## src/rtl/alarm_controller_if.sv

```systemverilog
// Sensor/enable inputs and siren/indicator outputs of the alarm controller.
// master = sensor conditioning / driver side, slave = the controller itself.
interface alarm_controller_if #(
  parameter int N_SENSORS = 4
);
  logic [N_SENSORS-1:0] i_sensor;
  logic                 i_enable;
  logic                 o_alarm_state;
  logic                 o_armed;
  logic                 o_arming;
  logic                 o_pending;
  logic [N_SENSORS-1:0] o_zone_latch;

  modport master (
    output i_sensor, i_enable,
    input  o_alarm_state, o_armed, o_arming, o_pending, o_zone_latch
  );

  modport slave (
    input  i_sensor, i_enable,
    output o_alarm_state, o_armed, o_arming, o_pending, o_zone_latch
  );
endinterface

```

## src/rtl/alarm_controller.sv

```systemverilog
// Arm/disarm alarm FSM with exit delay, entry delay, instant zones, timed siren
// and a sticky record of tripped zones. All outputs are registered.
module alarm_controller #(
  parameter int                   N_SENSORS    = 4,
  parameter int                   EXIT_DELAY   = 8,
  parameter int                   ENTRY_DELAY  = 8,
  parameter int                   SIREN_TIME   = 16,
  parameter logic [N_SENSORS-1:0] INSTANT_MASK = '0
) (
  input logic               i_clk,
  input logic               i_rst,
  alarm_controller_if.slave bus
);

  localparam int MAX_A   = (EXIT_DELAY > ENTRY_DELAY) ? EXIT_DELAY : ENTRY_DELAY;
  localparam int MAX_DLY = (MAX_A > SIREN_TIME) ? MAX_A : SIREN_TIME;
  localparam int CW      = $clog2(MAX_DLY) + 1;

  typedef enum logic [2:0] {
    S_DISARMED,
    S_EXIT,
    S_ARMED,
    S_ENTRY,
    S_SIREN
  } state_t;

  state_t               r_state;
  state_t               w_state_nxt;
  logic [CW-1:0]        r_cnt;
  logic [CW-1:0]        w_cnt_nxt;
  logic [N_SENSORS-1:0] r_zone;
  logic [N_SENSORS-1:0] w_zone_nxt;
  logic                 r_alarm;
  logic                 r_armed;
  logic                 r_arming;
  logic                 r_pending;
  logic                 w_trip;
  logic                 w_instant;
  logic                 w_cnt_zero;

  assign w_trip     = |bus.i_sensor;
  assign w_instant  = |(bus.i_sensor & INSTANT_MASK);
  assign w_cnt_zero = (r_cnt == '0);

  always_comb begin
    w_state_nxt = r_state;
    w_cnt_nxt   = r_cnt;
    w_zone_nxt  = r_zone;

    // Zones accumulate in every armed state, including the cycle Enable drops.
    if (r_state == S_ARMED || r_state == S_ENTRY || r_state == S_SIREN)
      w_zone_nxt = r_zone | bus.i_sensor;

    if (!bus.i_enable) begin
      w_state_nxt = S_DISARMED;
      w_cnt_nxt   = '0;
    end else begin
      case (r_state)
        S_DISARMED: begin
          w_state_nxt = S_EXIT;
          w_cnt_nxt   = CW'(EXIT_DELAY - 1);
          w_zone_nxt  = '0;
        end
        S_EXIT: begin
          if (w_cnt_zero) w_state_nxt = S_ARMED;
          else            w_cnt_nxt   = r_cnt - CW'(1);
        end
        S_ARMED: begin
          if (w_instant) begin
            w_state_nxt = S_SIREN;
            w_cnt_nxt   = CW'(SIREN_TIME - 1);
          end else if (w_trip) begin
            w_state_nxt = S_ENTRY;
            w_cnt_nxt   = CW'(ENTRY_DELAY - 1);
          end
        end
        S_ENTRY: begin
          if (w_instant || w_cnt_zero) begin
            w_state_nxt = S_SIREN;
            w_cnt_nxt   = CW'(SIREN_TIME - 1);
          end else begin
            w_cnt_nxt   = r_cnt - CW'(1);
          end
        end
        S_SIREN: begin
          if (w_cnt_zero) w_state_nxt = S_ARMED;
          else            w_cnt_nxt   = r_cnt - CW'(1);
        end
        default: begin
          w_state_nxt = S_DISARMED;
          w_cnt_nxt   = '0;
        end
      endcase
    end
  end

  always_ff @(posedge i_clk) begin
    if (i_rst) begin
      r_state   <= S_DISARMED;
      r_cnt     <= '0;
      r_zone    <= '0;
      r_alarm   <= 1'b0;
      r_armed   <= 1'b0;
      r_arming  <= 1'b0;
      r_pending <= 1'b0;
    end else begin
      r_state   <= w_state_nxt;
      r_cnt     <= w_cnt_nxt;
      r_zone    <= w_zone_nxt;
      r_alarm   <= (w_state_nxt == S_SIREN);
      r_armed   <= (w_state_nxt == S_ARMED) || (w_state_nxt == S_ENTRY) ||
                   (w_state_nxt == S_SIREN);
      r_arming  <= (w_state_nxt == S_EXIT);
      r_pending <= (w_state_nxt == S_ENTRY);
    end
  end

  assign bus.o_alarm_state = r_alarm;
  assign bus.o_armed       = r_armed;
  assign bus.o_arming      = r_arming;
  assign bus.o_pending     = r_pending;
  assign bus.o_zone_latch  = r_zone;

endmodule

```

## src/flat_wrapper.sv

```systemverilog
// flat-port wrapper written by rule: the top's interface ports become plain ports
module alarm_controller_flat 
#(
  parameter int                   N_SENSORS    = 4,
  parameter int                   EXIT_DELAY   = 8,
  parameter int                   ENTRY_DELAY  = 8,
  parameter int                   SIREN_TIME   = 16,
  parameter logic [N_SENSORS-1:0] INSTANT_MASK = '0
)
  (i_clk, i_rst, bus_i_sensor, bus_i_enable, bus_o_alarm_state, bus_o_armed, bus_o_arming, bus_o_pending, bus_o_zone_latch);
  alarm_controller_if #(.N_SENSORS(N_SENSORS)) bus_i ();
  input logic i_clk;
  input logic i_rst;
  input wire logic [$bits(bus_i.i_sensor)-1:0] bus_i_sensor;
  input wire logic [$bits(bus_i.i_enable)-1:0] bus_i_enable;
  output wire logic [$bits(bus_i.o_alarm_state)-1:0] bus_o_alarm_state;
  output wire logic [$bits(bus_i.o_armed)-1:0] bus_o_armed;
  output wire logic [$bits(bus_i.o_arming)-1:0] bus_o_arming;
  output wire logic [$bits(bus_i.o_pending)-1:0] bus_o_pending;
  output wire logic [$bits(bus_i.o_zone_latch)-1:0] bus_o_zone_latch;
  assign bus_i.i_sensor = bus_i_sensor;
  assign bus_i.i_enable = bus_i_enable;
  assign bus_o_alarm_state = bus_i.o_alarm_state;
  assign bus_o_armed = bus_i.o_armed;
  assign bus_o_arming = bus_i.o_arming;
  assign bus_o_pending = bus_i.o_pending;
  assign bus_o_zone_latch = bus_i.o_zone_latch;
  alarm_controller #(.N_SENSORS(N_SENSORS), .EXIT_DELAY(EXIT_DELAY), .ENTRY_DELAY(ENTRY_DELAY), .SIREN_TIME(SIREN_TIME), .INSTANT_MASK(INSTANT_MASK)) u_core (.i_clk(i_clk), .i_rst(i_rst), .bus(bus_i));
endmodule
```

## config.mk

```make
export PLATFORM = sky130hd
export DESIGN_NAME = alarm_controller_flat
export DESIGN_NICKNAME = d
export VERILOG_FILES = /design/src/rtl/alarm_controller_if.sv /design/src/rtl/alarm_controller.sv /design/src/flat_wrapper.sv
export SDC_FILE = /design/constraint.sdc
export NUM_CORES = 1
export LEC_CHECK = 0
export BUFFER_PORTS_ARGS = -buffer_cell sky130_fd_sc_hd__buf_2
export CORE_MARGIN = 2
export CORE_UTILIZATION = 36
export DETAILED_ROUTE_END_ITERATION = 8
export PLACE_DENSITY = 0.59
export SLEW_MARGIN = 10
export SYNTH_ARGS = -nofsm -noshare
export SYNTH_HDL_FRONTEND = slang
export SYNTH_SLANG_ARGS = --single-unit
```

## constraint.sdc

```tcl
create_clock -name i_clk -period 2.05 [get_ports i_clk]
set_input_delay 0 -clock i_clk [delete_from_list [all_inputs] [get_ports i_clk]]
set_output_delay 0 -clock i_clk [all_outputs]
set_load 0.02 [all_outputs]
```

==> flow_summary.toml, run 1 <==
[floorplan]
start_util = 0.3760
core.rowCount = 18
io_pins = 15
die_y_um = 54.41
coreArea_mm2 = 0.002432
fp.dieW_um = 54.41
fp.dieArea_mm2 = 0.002960

[worst_setup_path]
startpoint_type = "flip-flop"
reg2reg_slack_ns = 0.25
cp-startpoint = "u_core.r_cnt[0]"
rr_endpoint = "u_core.r_cnt[0]"
endpoint = "u_core.r_cnt[0]"
r2r_start = "u_core.r_cnt[0]"
worstPathArrival_ns = 1.99
cp.required_ns = 2.24
reg2regPathDepth = 6
end_kind = "flip-flop"
criticalPathCategory = "flip-flop to flip-flop"
cp_max_fo = 8

[synthesis]
synthArstFlopShare = 0
yosys_warnings = 0
syn_area_um2 = 914.6
synth_edf_count = 0
yosys_most_used_dff = "dfxtp_1"
synth_nets = 112
ys_ff_latch = 16
netlist_instances = 103
avgSynthCellArea_um2 = 8.880
ys_seq_area_frac = 0.3502
yosysUniqueCellTypes = 36

[routing]
wire_per_inst_um = 13.63
top_layer_used = "met4"
drt_iter0_markers = 39
drt_pass1_iterations = 4
met3_wirelength_um = 78
m1WireLength_um = 945
wl_met2_mm = 1.013
vias = 817
route.detailed.drc = 0
ant_nets = 0
routed_wl_mm = 2.085
vias_per_cell = 5.340

[min_path]
holdCritPathClass = "primary input to flip-flop"
worstHoldStart = "bus_i_sensor[3]"

[cells_and_area]
drive_gt1_frac = 0.2683
num-fill-cells = 264
final_common_cell = "a21oi_1"
layout.cells.non_filler = 153
final_cell_mix = "a21oi_1 (18), dfxtp_1 (16), buf_2 (14), nor2_1 (9), o21ai_0 (9)"
area_growth_pct = 17.65
antennaDiodeCount = 0
nNetsFinal = 133

[pwr]
switching_power_mw = 0.1650
leakagePower_nw = 0.4163
p_per_area_mw_per_mm2 = 594.9
clock_power_share = 0.327
pwr-share-seq = 0.511
power_frac_comb = 0.162
swShare = 0.2578
power_mw = 0.6402
ir_worst_vdd_mv = 0.3153
p_int_mw = 0.4751

[global_routing]
antenna_found_initial = 0
track_usage = 0.1651
grt_pass1_vias = 805
grt_start_max_net_pins = 16
grt_pass1_wl_mm = 3.498
grt-ovfl-total = 0

[placement]
finalWeightedCongestion = 0.8737
dpl.hpwl_mm = 1.550
dp.cells = 146
port_buffers = 14

[clocking]
cts_tree = "built"
h-tree-depth = 1
post_cts_buffers = 0
cts_buffer_depth = 2
numCtsBuffers = 3
clk_pin_slew_ns = 0.09
root_buffer = "clkbuf_4"
clock_latency_ns = 0.29
clkSinkCount = 16

[sta]
layout_worst_path_cycle_share = 0.8797
tightestPinTransition_ns = 0.5440
min_period_ns = 1.803
grt_setup_unrepaired = "false"
hold_viol_final = 0
skew_ns = 0.007042
final-setup-viol-count = 0
slew_violations = 0
fmax_mhz = 554.5
setup-tns-final_ns = 0
slew_headroom = 0.6368

[flow_run]
cap_violations = 0

[status]
outcome = "finished clean"
==> how the worst min path moves through the flow <==
| stage | endpoint | slack, ns | depth (start not counted) |
|---|---|---|---|
| detailed placement | u_core.bus.o_zone_latch[2] | 0.26 | 3 |
| finish | u_core.bus.o_zone_latch[3] | 0.02 | 3 |
| global placement | u_core.bus.o_zone_latch[1] | 0.25 | 3 |
| CTS | u_core.bus.o_zone_latch[3] | 0.02 | 3 |
| floorplan | u_core.bus.o_zone_latch[0] | 0.14 | 2 |
| global route | u_core.bus.o_zone_latch[3] | 0.03 | 3 |
==> layout make-up <==
class                           instances  area [um^2]  share of cell area
Tap cell                               30        37.54             0.03488
Multi-Input combinational cell         76        533.0              0.4953
Inverter                                7        26.28             0.02442
Timing Repair Buffer                   20        122.6              0.1140
Clock buffer                            4        36.28             0.03372
Sequential cell                        16        320.3              0.2977
==> Yosys cell counts, types with 2 or more instances <==
cell type | number | area [um^2]
dfxtp_1 | 16 | 320.3
or2_2 | 2 | 12.51
a21oi_1 | 18 | 90.09
o221a_1 | 2 | 22.52
a21o_1 | 2 | 15.01
inv_1 | 7 | 26.28
nand2_1 | 4 | 15.01
nor2b_1 | 3 | 18.77
a211oi_1 | 2 | 15.01
ha_1 | 2 | 25.02
nor3_1 | 2 | 10.01
clkbuf_1 | 2 | 7.510
xnor2_1 | 2 | 17.52
o21ai_0 | 9 | 45.04
nor2_1 | 9 | 33.78
==> per-stage QoR <==
stage	setup slack, ns	hold slack (ns)	area (um^2)	util
floorplan	0.3192	0.1407	914.6	-
global placement	0.1891	0.2458	1006	0.4136
detailed placement	0.1532	0.2616	1006	0.4136
CTS	0.1315	0.02237	1072	0.4408
global route	0.1198	0.02730	1076	0.4424
finish	0.2466	0.01599	1076	0.4424
==> flip-flops by register name, indices dropped and copies added (netlist names) <==
| register | count |
|---|---|
| u_core.bus.o_pending | 1 |
| u_core.bus.o_arming | 1 |
| u_core.r_cnt | 5 |
| u_core.bus.o_zone_latch | 4 |
| u_core.bus.o_armed | 1 |
| u_core.r_state | 3 |
| u_core.bus.o_alarm_state | 1 |
==> critical path, cell delays in order, from the launching register on <==
cell and delay, ns:
dfxtp_1 0.34, inv_1 0.08, ha_1 0.18, or4b_4 0.54, nor3_4 0.23, a21oi_1 0.08, o221a_1 0.25
==> metal layers <==
metal  vias up  GRT usage
li1        411          -
met1       380     0.2020
met2        19     0.2671
met3         7    0.03279
met4         0    0.09583
met5         -          0
==> cell families (layout without fill, tap and decap cells) <==
group           Yosys count  after routing  synth area share
compound gates           39             39            0.2818
xor+xnor                  2              2           0.01916
fa+ha+maj                 2              2           0.02736
buf+inv                  11             31           0.07114
flops                    16             16            0.3502
simple gates             33             33            0.2503
==> timing repair <==
item | in CTS | in global routing
endpoints found under the hold margin | 3 | 0
setup endpoints to repair | 0 | 1
gates resized for setup | 0 | 1
hold buffers | 3 | 0
==> power groups by stage <==
stage	clock, mW	combinational [mW]	sequential (mW)
finish	0.209	0.103	0.327
detailed placement	0	0.0964	0.334
global placement	0	0.0958	0.334
global route	0.228	0.113	0.329
floorplan	0	0.0753	0.332
CTS	0.213	0.101	0.327
Note: power is estimated with default switching activity, not from simulation.
==> run 2: changes to the inputs <==
- clock period: 2.05 -> 1.87 ns (I/O delays scaled with it)
==> run 2 against run 1 <==
Effect of this change:
- critical path depth unchanged
- non-clock buffer count rose by 1
- cell count up 0.65%
- largest power group unchanged
- first-iteration DRC count shrank 62%
- core utilization increased by 0.67 points
==> flow_summary.toml, run 2 (synthesized netlist as in run 1, its figures left out) <==
[status]
outcome = "finished clean"

[clocking]
numCtsBuffers = 3
cts_buffer_depth = 2
h-tree-depth = 1
clkSinkCount = 16
root_buffer = "clkbuf_4"
cts_tree = "built"
post_cts_buffers = 0
clock_latency_ns = 0.29
clk_pin_slew_ns = 0.10

[global_routing]
antenna_found_initial = 0
grt_pass1_wl_mm = 3.263
track_usage = 0.1545
grt_start_max_net_pins = 16
grt-ovfl-total = 0
grt_pass1_vias = 736

[floorplan]
fp.dieArea_mm2 = 0.002960
core.rowCount = 18
coreArea_mm2 = 0.002432
die_y_um = 54.41
start_util = 0.3760
io_pins = 15
fp.dieW_um = 54.41

[worst_setup_path]
cp_max_fo = 3
cp.required_ns = 2.06
r2r_start = "u_core.r_cnt[1]"
crit_chain = "inv_1, ha_2, or4b_4, nor3_4, a21oi_1, o221a_1"
end_kind = "flip-flop"
cp-startpoint = "u_core.r_cnt[1]"
criticalPathCategory = "flip-flop to flip-flop"
worst_path_max_delay_cell = "or4b_4"
worstPathArrival_ns = 2.00
startpoint_type = "flip-flop"
cp_slowest_stage_delay_ns = 0.50

[sta]
skew_ns = 0.004899
grt_setup_unrepaired = "false"
min_period_ns = 1.811
setup-tns-final_ns = 0
slew_violations = 0
final-setup-viol-count = 0
fmax_mhz = 552.3
hold_viol_final = 0
layout_worst_path_cycle_share = 0.9683
tightestPinTransition_ns = 0.5075
slew_headroom = 0.6612

[cells_and_area]
layout.cells.non_filler = 154
antennaDiodeCount = 0
top_register = "u_core.r_cnt"
nNetsFinal = 134
final_common_cell = "a21oi_1"
drive_gt1_frac = 0.3065
largest_register_ffs = 5
final_cell_mix = "a21oi_1 (18), dfxtp_1 (15), buf_2 (14), nor2_1 (9), o21ai_0 (7)"
area_growth_pct = 19.43

[pwr]
pwr-share-seq = 0.506
ir_worst_vdd_mv = 0.4561
leakagePower_nw = 0.4207
p_per_area_mw_per_mm2 = 649.9
swShare = 0.2606
switching_power_mw = 0.1850
clock_power_share = 0.324
p_int_mw = 0.5249
power_frac_comb = 0.169

[routing]
drt_pass1_iterations = 4
drt_iter0_markers = 15
vias = 810
route.detailed.drc = 0
vias_per_cell = 5.260
wire_per_inst_um = 12.95
ant_nets = 0
routed_wl_mm = 1.994

[min_path]
holdCritPathClass = "primary input to flip-flop"
worstHoldStart = "bus_i_sensor[3]"

[placement]
port_buffers = 14
dp.cells = 147
finalWeightedCongestion = 0.8446
dpl.hpwl_mm = 1.528

[flow_run]
cap_violations = 0
[run 2: changes by cell type in the layout (fill, tap and decap cells not counted), sizes merged]
cell  before  now
buf       17   18
[run 2: area by class of cell]
type                       instances  area, um^2
sequential                        16       321.6
timing repair buffer              21       130.1
inverter                           7       26.28
tap                               30       37.54
multi-input combinational         76       540.5
fill                             235        1340
clock buffer                       4       36.28
[run 2: through the flow]
step | worst slack (ns) | utilization | power [mW] | instance area (um^2) | hold slack (ns)
final | 0.05932 | 0.4491 | 0.7099 | 1092 | 0.004928
after detailed placement | 0.03429 | 0.4167 | 0.4774 | 1013 | 0.2573
after global placement | 0.1056 | 0.4167 | 0.4746 | 1013 | 0.2396
after CTS | 0.01588 | 0.4439 | 0.7144 | 1080 | 0.007350
after floorplan | 0.1392 | - | 0.4470 | 914.6 | 0.1407
after global routing | 0.0005731 | 0.4491 | 0.7465 | 1092 | 0.02475
[run 2: what timing repair did]
action | in CTS | in global routing
hold buffers | 3 | 0
endpoints found under the hold margin | 3 | 0
setup endpoints to repair | 0 | 7
gates resized for setup | 0 | 7
[run 2: worst paths after layout]
| check | to | slack, ns | cells after the start |
|---|---|---|---|
| setup / recovery | u_core.r_cnt[0] | 0.06 | 6 |
| hold / removal | u_core.bus.o_zone_latch[3] | 0.005 | 3 |
| setup reg to reg | u_core.r_cnt[0] | 0.06 | 6 |
| hold reg to reg | u_core.bus.o_zone_latch[3] | 0.47 | 2 |
[run 2: critical path: cells and delay by family (launching register included)]
kind	cells	cell delay, ns
compound gates	2	0.35
fa+ha+maj	1	0.19
buf+inv	1	0.09
flops	1	0.34
simple gates	2	0.74
[run 2: routing by layer]
layer  GRT usage  vias up  wire, um
li1            -      417         -
met1      0.1944      371       948
met2      0.2550       17       939
met3     0.02459        5        67
met4     0.07500        0        39
met5           0        -         0
[run 2: power groups by stage]
stage,logic (mW),clock network (mW),registers [mW]
2_1_floorplan,0.0825,0,0.364
3_3_place_gp,0.108,0,0.366
3_5_place_dp,0.111,0,0.366
4_1_cts,0.116,0.240,0.359
5_1_grt,0.133,0.252,0.361
6_report,0.120,0.230,0.360
==> run 3: changes to the inputs <==
- CORE_UTILIZATION: 36 -> 54
- PLACE_DENSITY: 0.59 -> default
- PLACE_DENSITY_LB_ADDON: default -> 0.1
==> run 3 against run 2 <==
Effect of this change:
- first-iteration DRC count rose by 60%
- clock skew rose by 0.0053 ns
- critical endpoint unchanged
- non-clock buffer count rose by 1
- fmax rose by 0.48%
- core utilization rose by 25 points
- flip-flop and latch count did not move
- sequential power barely moved
- register-to-register slack barely moved
==> flow_summary.toml, run 3 (synthesized netlist as in run 1, its figures left out) <==
[cells_and_area]
nNetsFinal = 135
num-fill-cells = 129
final_common_cell = "a21oi_1"
drive_gt1_frac = 0.2880
antennaDiodeCount = 0
largest_register_ffs = 5
top_register = "u_core.r_cnt"
design_area_mm2 = 0.001076
final_cell_mix = "a21oi_1 (18), dfxtp_1 (16), buf_2 (14), nor2_1 (9), o21ai_0 (8)"
area_growth_pct = 17.65

[routing]
drt_pass1_iterations = 4
ant_nets = 0
drt_iter0_markers = 24
route.detailed.drc = 0
vias_per_cell = 5.936
routed_wl_mm = 1.964
wire_per_inst_um = 13.93
vias = 837

[worst_setup_path]
end_kind = "flip-flop"
cp_max_fo = 4
worstPathArrival_ns = 1.99
cp.required_ns = 2.06
criticalPathCategory = "flip-flop to flip-flop"
startpoint_type = "flip-flop"

[pwr]
leakagePower_nw = 0.4252
p_per_area_mw_per_mm2 = 659.8
ir_worst_vdd_mv = 0.4993
power_mw = 0.7099

[clocking]
cts_tree = "built"
cts_buffer_depth = 2
clkSinkCount = 16
numCtsBuffers = 3
root_buffer = "clkbuf_4"
h-tree-depth = 1
clk_pin_slew_ns = 0.10
clock_latency_ns = 0.29
post_cts_buffers = 0

[placement]
finalWeightedCongestion = 0.8847
port_buffers = 14
dp_slack_ns = 0.04283
placed_area_mm2 = 0.001003
dpl.hpwl_mm = 1.497

[global_routing]
grt_start_max_net_pins = 10
antenna_found_initial = 0
track_usage = 0.2107
grt-ovfl-total = 0
grt_pass1_vias = 728
grt_pass1_wl_mm = 3.118

[flow_run]
cap_violations = 0

[sta]
min_period_ns = 1.802
fin_hold_ws_ns = 0.01627
final-setup-viol-count = 0
hold_viol_final = 0
slew_headroom = 0.7646
fin_ws_ns = 0.06794
tightestPinTransition_ns = 0.3494
setup-tns-final_ns = 0
layout_worst_path_cycle_share = 0.9637
slew_violations = 0
skew_ns = 0.01022
fmax_mhz = 554.9

[min_path]
holdCritPathClass = "primary input to flip-flop"

[floorplan]
fp.dieArea_mm2 = 0.002039
io_pins = 15
start_util = 0.5933
core.rowCount = 14
fp.dieW_um = 45.16
die_y_um = 45.16
coreArea_mm2 = 0.001541

[status]
outcome = "finished clean"
-- run 3: power breakdown --
group | leakage, nW | internal [mW] | switching [mW]
Sequential | 0.130 | 0.348 | 0.00938
Clock | 0.0210 | 0.118 | 0.112
Combinational | 0.274 | 0.0585 | 0.0632
-- run 3: through the flow --
step,instances,utilization
after floorplan,103,-
after global placement,134,0.6510
after detailed placement,134,0.6510
after CTS,141,0.6940
after global routing,141,0.6981
final,141,0.6981
-- run 3: final timing paths --
kind / startpoint / to / slack [ns] / cells past startpoint
min reg2reg: u_core.bus.o_zone_latch[2] / u_core.bus.o_zone_latch[2] / 0.47 / 2
max: u_core.r_cnt[0] / u_core.r_cnt[0] / 0.07 / 6
max reg2reg: u_core.r_cnt[0] / u_core.r_cnt[0] / 0.07 / 6
min: bus_i_sensor[3] / u_core.bus.o_zone_latch[3] / 0.02 / 3
-- run 3: what timing repair did --
action	CTS	global route
endpoints found under the setup margin	0	6
hold endpoints to repair	3	0
hold buffers	3	0
resized for setup	0	3
-- run 3: area by class of cell --
| class | instances | area (um^2) | area share |
|---|---|---|---|
| flip-flops and latches | 16 | 320.3 | 0.2977 |
| repair buffers | 22 | 137.6 | 0.1279 |
| inverters | 7 | 26.28 | 0.02442 |
| multi-input cells | 76 | 535.5 | 0.4977 |
| well taps | 16 | 20.02 | 0.01860 |
| clock buffers | 4 | 36.28 | 0.03372 |
-- run 3: critical path, cell delays in order (launching register included) --
cell and delay, ns:
dfxtp_1 0.35, inv_1 0.09, ha_2 0.19, or4b_4 0.50, nor3_4 0.22, a21oi_1 0.09
o221a_1 0.26
-- run 3: metal layers --
layer / part of all wire / wire length, um / global-route usage / vias to the layer above
met3: 0.050 / 99 / 0.04800 / 4
met5: 0 / 0 / 0 / -
met1: 0.47 / 928 / 0.2815 / 392
li1: - / - / - / 418
met2: 0.47 / 917 / 0.3343 / 23
met4: 0.0092 / 18 / 0.07059 / 0
